$ cat src/rtl/core_if_ifu_pkg.sv
`default_nettype none
// ============================================================================
//  Module   : core_if_ifu_pkg
//  Purpose  : Shared constants and types for the instruction fetch unit:
//             PC width, static-prediction opcodes and fetch FSM encoding.
//  Revision : 1.0 - initial release
// ============================================================================
package core_if_ifu_pkg;

   localparam int CORE_PC_WIDTH = 32;

   localparam logic [6:0] OPC_JAL    = 7'b1101111;
   localparam logic [6:0] OPC_BRANCH = 7'b1100011;

   // IDLE : no request outstanding
   // WAIT : request accepted, response will be registered
   // DROP : request accepted, response will be discarded (flushed)
   typedef enum logic [1:0] {
      ST_IDLE = 2'd0,
      ST_WAIT = 2'd1,
      ST_DROP = 2'd2
   } fetch_state_e;

endpackage
`default_nettype wire

$ cat src/rtl/core_if_ifu_bpu.sv
`default_nettype none
// ============================================================================
//  Module   : core_if_bpu
//  Purpose  : Combinational static branch predictor. JAL and backward
//             conditional branches are predicted taken; everything else
//             (including JALR) falls through to pc + 4.
//  Ports    : pc      - PC of the fetched word
//             inst    - fetched instruction word
//             taken   - 1 when fetch continues at the predicted target
//             next_pc - PC of the next fetch
//  Revision : 1.0 - initial release
// ============================================================================
module core_if_bpu
   import core_if_ifu_pkg::*;
(
   input  logic [CORE_PC_WIDTH-1:0] pc,
   input  logic [31:0]              inst,
   output logic                     taken,
   output logic [CORE_PC_WIDTH-1:0] next_pc
);

   logic [CORE_PC_WIDTH-1:0] j_imm;
   logic [CORE_PC_WIDTH-1:0] b_imm;

   assign j_imm = {{(CORE_PC_WIDTH-21){inst[31]}}, inst[31], inst[19:12],
                   inst[20], inst[30:21], 1'b0};
   assign b_imm = {{(CORE_PC_WIDTH-13){inst[31]}}, inst[31], inst[7],
                   inst[30:25], inst[11:8], 1'b0};

   // Additions wrap silently at the PC width.
   always_comb begin
      taken   = 1'b0;
      next_pc = pc + CORE_PC_WIDTH'(4);
      if (inst[6:0] == OPC_JAL) begin
         taken   = 1'b1;
         next_pc = pc + j_imm;
      end else if ((inst[6:0] == OPC_BRANCH) && inst[31]) begin
         taken   = 1'b1;
         next_pc = pc + b_imm;
      end
   end

endmodule
`default_nettype wire

$ cat src/rtl/core_if_ifu.sv
`default_nettype none
// ============================================================================
//  Module   : core_if_ifu
//  Purpose  : Instruction fetch stage. Holds the fetch PC, issues one word
//             read at a time on a valid/ready bus, registers the returned
//             word with its PC and static prediction, and hands it to decode.
//             Commit redirects override the PC and squash in-flight fetches.
//  Ports    : clk, rst_n                      - clock, async active-low reset
//             ifu_req_valid/ready/addr        - fetch request channel
//             ifu_rsp_valid/data              - fetch response channel
//             cmt_pipeline_flush_req/flush_pc - redirect from commit
//             valid_out/ready_out             - decode handshake
//             o_pc, o_inst, o_branch_predict  - registered fetch result
//  Revision : 1.0 - initial release
// ============================================================================
module core_if_ifu
   import core_if_ifu_pkg::*;
#(
   parameter logic [CORE_PC_WIDTH-1:0] RESET_PC = 32'h8000_0000
) (
   input  logic                     clk,
   input  logic                     rst_n,
   output logic                     ifu_req_valid,
   input  logic                     ifu_req_ready,
   output logic [CORE_PC_WIDTH-1:0] ifu_req_addr,
   input  logic                     ifu_rsp_valid,
   input  logic [31:0]              ifu_rsp_data,
   input  logic                     cmt_pipeline_flush_req,
   input  logic [CORE_PC_WIDTH-1:0] cmt_flush_pc,
   output logic                     valid_out,
   input  logic                     ready_out,
   output logic [CORE_PC_WIDTH-1:0] o_pc,
   output logic [31:0]              o_inst,
   output logic                     o_branch_predict
);

   fetch_state_e             state;
   fetch_state_e             state_nxt;
   logic [CORE_PC_WIDTH-1:0] pc;
   logic                     out_free;
   logic                     load;
   logic                     bpu_taken;
   logic [CORE_PC_WIDTH-1:0] bpu_next_pc;
   logic                     unused_flush_lsb;

   // Low PC bits of a redirect target are ignored by design.
   assign unused_flush_lsb = ^cmt_flush_pc[1:0];

   core_if_bpu u_bpu (
      .pc      (pc),
      .inst    (ifu_rsp_data),
      .taken   (bpu_taken),
      .next_pc (bpu_next_pc)
   );

   // Requests only go out when the output register will be empty, which
   // guarantees a response never meets a stalled output register.
   assign out_free      = ~valid_out | ready_out;
   assign ifu_req_valid = (state == ST_IDLE) & out_free & ~cmt_pipeline_flush_req;
   assign ifu_req_addr  = {pc[CORE_PC_WIDTH-1:2], 2'b00};
   assign load          = (state == ST_WAIT) & ifu_rsp_valid & ~cmt_pipeline_flush_req;

   always_ff @(posedge clk or negedge rst_n) begin
      if (!rst_n) begin
         state <= ST_IDLE;
      end else begin
         state <= state_nxt;
      end
   end

   always_comb begin
      state_nxt = state;
      case (state)
         ST_IDLE: begin
            if (ifu_req_valid && ifu_req_ready) begin
               state_nxt = ST_WAIT;
            end
         end
         ST_WAIT: begin
            if (ifu_rsp_valid) begin
               state_nxt = ST_IDLE;
            end else if (cmt_pipeline_flush_req) begin
               state_nxt = ST_DROP;
            end
         end
         ST_DROP: begin
            // A flush in DROP keeps waiting for the stale response.
            if (ifu_rsp_valid) begin
               state_nxt = ST_IDLE;
            end
         end
         default: state_nxt = ST_IDLE;
      endcase
   end

   always_ff @(posedge clk or negedge rst_n) begin
      if (!rst_n) begin
         pc <= RESET_PC;
      end else if (cmt_pipeline_flush_req) begin
         pc <= {cmt_flush_pc[CORE_PC_WIDTH-1:2], 2'b00};
      end else if (load) begin
         pc <= bpu_next_pc;
      end
   end

   always_ff @(posedge clk or negedge rst_n) begin
      if (!rst_n) begin
         valid_out <= 1'b0;
      end else if (cmt_pipeline_flush_req) begin
         valid_out <= 1'b0;
      end else if (load) begin
         valid_out <= 1'b1;
      end else if (ready_out) begin
         valid_out <= 1'b0;
      end
   end

   always_ff @(posedge clk or negedge rst_n) begin
      if (!rst_n) begin
         o_pc             <= '0;
         o_inst           <= '0;
         o_branch_predict <= 1'b0;
      end else if (load) begin
         o_pc             <= pc;
         o_inst           <= ifu_rsp_data;
         o_branch_predict <= bpu_taken;
      end
   end

endmodule
`default_nettype wire

$ cat config.mk
export PLATFORM = sky130hd
export DESIGN_NAME = core_if_ifu
export DESIGN_NICKNAME = d
export VERILOG_FILES = /design/src/rtl/core_if_ifu_pkg.sv /design/src/rtl/core_if_ifu_bpu.sv /design/src/rtl/core_if_ifu.sv
export SDC_FILE = /design/constraint.sdc
export NUM_CORES = 1
export LEC_CHECK = 0
export ABC_CLOCK_PERIOD_IN_PS = 2500
export CORE_UTILIZATION = 25
export CTS_BUF_LIST = sky130_fd_sc_hd__clkbuf_8
export DETAILED_ROUTE_END_ITERATION = 8
export HOLD_SLACK_MARGIN = 0.02
export PLACE_DENSITY = 0.49
export SYNTH_ARGS = -nofsm -noshare
export SYNTH_HDL_FRONTEND = slang
export SYNTH_SLANG_ARGS = --single-unit
$ cat constraint.sdc
create_clock -name clk -period 2.5 [get_ports clk]
set_clock_uncertainty 0.1 [all_clocks]
set_input_delay 0.5 -clock clk [delete_from_list [all_inputs] [get_ports clk]]
set_output_delay 0.5 -clock clk [all_outputs]
set_load 0.01 [all_outputs]
# Word-level counts from Yosys, hierarchy flattened

Cells that the tools add are included.

Flip-flop bits (word level): 100
Input bits: 70
Output and inout bits: 99

Add/sub/neg operators: 3
Equal/unequal tests: 7
Muxes and demuxes: 14
Bitwise operators: 7
Reduce and logical (&&, ||, !) cells: 6

Operators by type and width:

| cell                                                                     | number |
|---|---|
| 32-bit 2-to-1 mux                                                        | 4 |
| 32-bit adder                                                             | 2 |
| 32-bit by 3-bit adder with 32-bit output (second input constant)         | 1 |
| 7-bit == test (second input constant)                                    | 2 |
| 2-bit 2-to-1 mux                                                         | 4 |
| 2-bit case mux with 3 select lines                                       | 1 |
| 1-bit 2-to-1 mux                                                         | 5 |
| 1-bit AND                                                                | 4 |
| 3-bit inequality test (second input constant)                            | 1 |
| 3-bit AND reduction                                                      | 1 |
| 3-bit nonzero test                                                       | 1 |
| 2-bit by 1-bit == test with 1-bit output (second input constant)         | 1 |
| 2-bit == test (second input constant)                                    | 1 |
| 1-bit logical AND                                                        | 2 |
| 2-bit logical NOT                                                        | 1 |
| 2-bit by 1-bit inequality test with 1-bit output (second input constant) | 1 |
| 2-bit inequality test (second input constant)                            | 1 |
| 1-bit NOT                                                                | 2 |
| 2-bit nonzero test                                                       | 1 |
| 1-bit OR                                                                 | 1 |

# Logic depth before layout (Yosys ltp)

Word-level depth: 7
Depth in mapped cells: 12
Mapped depth without buffers: 12

# Cells and area by module

From an unflattened synthesis, not the netlist that was laid out.

Cell total of the unflattened synthesis: 838
Area total of the unflattened synthesis: 8119.0 um^2

By module, submodules not included:

| module      | instances | cells an instance | area an instance (um^2) | sequential area each (um^2) |
|---|---|---|---|---|
| core_if_ifu | 1         | 288               | 4359.2                  | 2503.7 |
| core_if_bpu | 1         | 550               | 3759.9                  | 0.0 |

# Worst setup path before layout

Ideal clock, no wire load.

Kind: input -> register
From: input port ifu_rsp_data[8]
To: register pc[23]
Library setup time: 0.076 ns
Data arrival time: 2.682 ns
Setup slack: -0.358 ns
Stages: 12
Cells stage by stage: ha_1 inv_1 fa_1 nand2b_1 a211oi_1 o211ai_1 a31oi_2 a31oi_1 o21ai_1 xor2_1 o221ai_1 o21ai_1

Cells in the longest elaborated chain, start to end: 5

RTL lines:

| item                   | line                  | text |
|---|---|---|
| start: declaration     | core_if_ifu.sv:27     | `input logic [31:0] ifu_rsp_data,` |
| 32-bit adder           | core_if_ifu_bpu.sv:39 | `next_pc = pc + b_imm;` |
| 32-bit 2-to-1 mux      | core_if_ifu_bpu.sv:37 | `end else if ((inst[6:0] == OPC_BRANCH) && inst[31]) begin` |
| 32-bit 2-to-1 mux      | core_if_ifu_bpu.sv:34 | `if (inst[6:0] == OPC_JAL) begin` |
| 32-bit 2-to-1 mux      | core_if_ifu.sv:101    | `end else if (load) begin` |
| 32-bit 2-to-1 mux      | core_if_ifu.sv:99     | `end else if (cmt_pipeline_flush_req) begin` |
| end signal: assignment | core_if_ifu.sv:100    | `pc <= {cmt_flush_pc[CORE_PC_WIDTH-1:2], 2'b00};` |
| end signal: assignment | core_if_ifu.sv:102    | `pc <= bpu_next_pc;` |
| end: declaration       | core_if_ifu.sv:39     | `logic [CORE_PC_WIDTH-1:0] pc;` |

Every way passes these cells. The select of a mux whose other input is x is not followed.
A chain may end at the register's enable or synchronous reset.

# Final worst setup path

From: register pc[1]
To: register pc[23]

Cells in the longest elaborated chain, start to end: 5
Elaborated cells on any way between the ends: 7
Classes of those cells: add/sub: 3; mux: 4

RTL lines:

| item                                                                            | line |
|---|---|
| 32-bit by 3-bit adder with 32-bit output / 32-bit adder (equally long branches) | core_if_ifu_bpu.sv:33, core_if_ifu_bpu.sv:39 |
| 32-bit 2-to-1 mux                                                               | core_if_ifu_bpu.sv:37 |
| 32-bit 2-to-1 mux *                                                             | core_if_ifu_bpu.sv:34 |
| 32-bit 2-to-1 mux *                                                             | core_if_ifu.sv:101 |
| 32-bit 2-to-1 mux *                                                             | core_if_ifu.sv:99 |

Every way passes the cells marked *; elsewhere a longest branch is shown, timed or not. The select of a mux whose other input is x is not followed.

==> impl_metrics.py <==
metrics = {
    "outcome": {
        "status": "finished with violations",
        "violations": "setup timing",
    },
    "grt": {
        "gr-total-overflow": 0,
        "grt_pass1_wl_mm": 49.13,
        "grt_max_degree": 39,
        "first_global_vias": 8408,
        "antenna_found_initial": 1,
        "grt_util_all_layers_pct": 20.40,
    },
    "cts": {
        "cts_buffer_depth": 2,
        "root_buffer": "clkbuf_8",
        "cts_made_buffers": 9,
        "clock_sinks": 98,
        "tritoncts": "done",
        "clk_latency_ps": 400,
        "clk_pin_slew_worst_paths_ps": 120,
        "htreeDepth": 3,
    },
    "timing": {
        "setup_viol": 23,
        "fin_setup_tns_ps": -5406,
        "hold_viol": 0,
        "setup_ws_ps": -416.5,
        "maxSlewHeadroom_pct": 65.40,
        "fmax_ghz": 0.3429,
        "hold_ws_ps": 311.6,
        "rsz0062_at_grt": "yes",
        "slew_viol_final": 0,
        "period_minus_slack_ps": 2916,
        "min_period_over_period_pct": 116.7,
        "tightestPinTransition_ps": 519.0,
    },
    "power": {
        "power_mw": 6.924,
        "p_leak_nw": 5.575,
        "powerDensity_nw_per_um2": 547.4,
        "peakVddDrop_v": 0.0002338,
    },
    "setup_path": {
        "arrival_ps": 3150,
        "start_kind": "register",
        "cp_top_family": "compound AO/OA/AOI/OAI gates",
        "path_class": "register to register",
        "slowest_delay_ps": 470,
        "cp_slowest_cell": "dfrtp_2",
        "path_max_fanout": 3,
        "worst-path-buf-inv": 1,
        "required_ps": 2730,
        "crit_chain": "ha_4 > inv_2 > fa_2 > nand2b_4 > a211oi_4 > o211ai_1 > a31oi_2 > a31oi_4 > o21ai_2 > xor2_1 > o221ai_1 > o21ai_1",
        "endpoint_kind": "register",
    },
    "placed_design": {
        "gp_congestion": 0.8600,
        "hpwl_mm": 24.75,
        "portBuffers": 163,
        "place_area_um2": 11570,
        "dp.cells": 1708,
    },
    "logic_synthesis": {
        "syn_area_um2": 7796,
        "yosysUniqueCellTypes": 88,
        "syn_avg_cell_area_um2": 7.907,
        "netlist_instances": 986,
        "synth.top_cells.by_area": "dfrtp_1 (31%), nand2_1 (11%), ha_1 (7.1%), a21oi_1 (5.3%), xnor2_1 (3.5%)",
        "synth-seq-cells": 98,
        "yosysMostFrequentCell": "nand2_1",
        "synth_top_area_share_pct": 31.13,
        "synth_warnings": 0,
        "async_flop_share_pct": 100.0,
        "synth_edf_count": 0,
        "ys_seq_area_share_pct": 31.47,
        "synth_area_leader_cell": "dfrtp_1",
        "synth_common_cells": "nand2_1 (222), dfrtp_1 (97), a21oi_1 (83), nor2_1 (53), o21ai_0 (47)",
        "synth_flop_cell": "dfrtp_1",
    },
    "finish": {
        "final-instance-count-excl-fill": 1748,
        "drive_gt1_share_pct": 31.98,
        "fin_area_um2": 12650,
        "area_growth_pct": 62.22,
        "nNetsFinal": 1462,
    },
    "floorplanning": {
        "io_pins": 169,
        "die-width_um": 178.6,
        "start_util_pct": 25.42,
        "die_h_um": 178.6,
        "die-area_um2": 31890,
        "row_count": 64,
        "core_area_um2": 30670,
    },
    "routing": {
        "vias_per_cell": 4.903,
        "vias": 8571,
        "wl_per_cell_um": 18.20,
        "drt_iter0_markers": 702,
        "firstDrtPassIters": 5,
        "ant_nets": 0,
        "drt_drc_violations_left": 0,
        "finalWirelength_mm": 31.82,
    },
    "min_path": {
        "hold_class": "input port to register",
    },
    "run": {
        "max-cap-violations": 0,
    },
}
[tightest hold or removal path: stages]
cell,delay [ps]
dlymetal6s2s_1,170
nand2_1,70
nand2_1,50
[layer usage]
layer / global-route usage [%] / routed length [um]
met5: 0 / 0
met4: 6.073 / 602
met3: 3.367 / 1818
met2: 29.76 / 13490
met1: 30.29 / 15920
[registers in the layout, summed over array words and instances (netlist names)]
| name | flops |
|---|---|
| valid_out | 1 |
| o_branch_predict | 1 |
| o_pc | 31 |
| pc | 31 |
| state | 2 |
| o_inst | 32 |
[what timing repair did]
action,4_1_cts,5_1_grt
setup buffers,16,8
cloned,1,0
endpoints found under the hold margin,28,0
gates resized for setup,109,54
pin swaps,68,51
hold buffers,1,0
setup endpoints to repair,28,27
[cells by family (layout without fill, tap and decap cells)]
| kind of cell | after synthesis | in the layout | synth area share, % |
|---|---|---|---|
| buffers and inverters | 105 | 468 | 6.804 |
| AND/OR/NAND/NOR | 385 | 385 | 22.26 |
| multiplexers | 6 | 6 | 0.7864 |
| other | 1 | 4 | 0.04810 |
| XOR/XNOR | 46 | 46 | 5.168 |
| AO/OA/AOI/OAI | 299 | 299 | 25.89 |
| flip-flops | 98 | 98 | 31.47 |
| adder cells (fa/ha/maj) | 46 | 46 | 7.575 |
[cells in the final DEF (no fill, tap or decap), drive strengths merged, types with 11 or more instances in the layout]
master         count
buf              264
nand2            222
clkdlybuf4s50    144
dfrtp             97
a21oi             86
o21ai             71
nor2              55
ha                44
xnor2             31
nand3             28
inv               26
a21o              22
a211oi            19
nor3              17
dlygate4sd2       16
a31oi             16
xor2              15
nand4             11
[path summary, 6_finish.rpt]
kind,depth (start not counted),slack [ps],from,to
setup / recovery,12,-420,pc[1],pc[23]
hold / removal,3,310,ifu_rsp_data[25],o_inst[25]
setup reg to reg,12,-420,pc[1],pc[23]
hold reg to reg,2,380,o_pc[13],o_pc[13]
max in group asynchronous,3,1090,rst_n,pc[31]
min in group asynchronous,2,480,rst_n,o_inst[27]
[area by class of cell]
| class | count | area [um^2] |
|---|---|---|
| fillers | 3101 | 18020 |
| multi-input cells | 785 | 5628 |
| repair buffers | 428 | 3771 |
| flip-flops and latches | 98 | 2464 |
| well taps | 396 | 495.5 |
| clock buffers | 9 | 123.9 |
| inverters | 24 | 90.09 |
| clock inverters | 7 | 72.57 |
| diodes | 1 | 2.502 |
[through the flow]
| stage | setup WS [ps] | utilization [%] |
|---|---|---|
| 6_report | -416.5 | 41.24 |
| 2_1_floorplan | -215.9 | - |
| 3_3_place_gp | -986.4 | 37.72 |
| 3_5_place_dp | -1047 | 37.72 |
| 5_1_grt | -615.1 | 41.24 |
| 4_1_cts | -362.8 | 40.30 |
[power breakdown]
group	internal, mW	switching (mW)	leakage (nW)
registers	1.92	0.240	1.21
logic	1.92	1.73	4.27
clock network	0.393	0.724	0.0966
total	4.23	2.70	5.57
No activity file was read; power rests on OpenSTA's default activity.
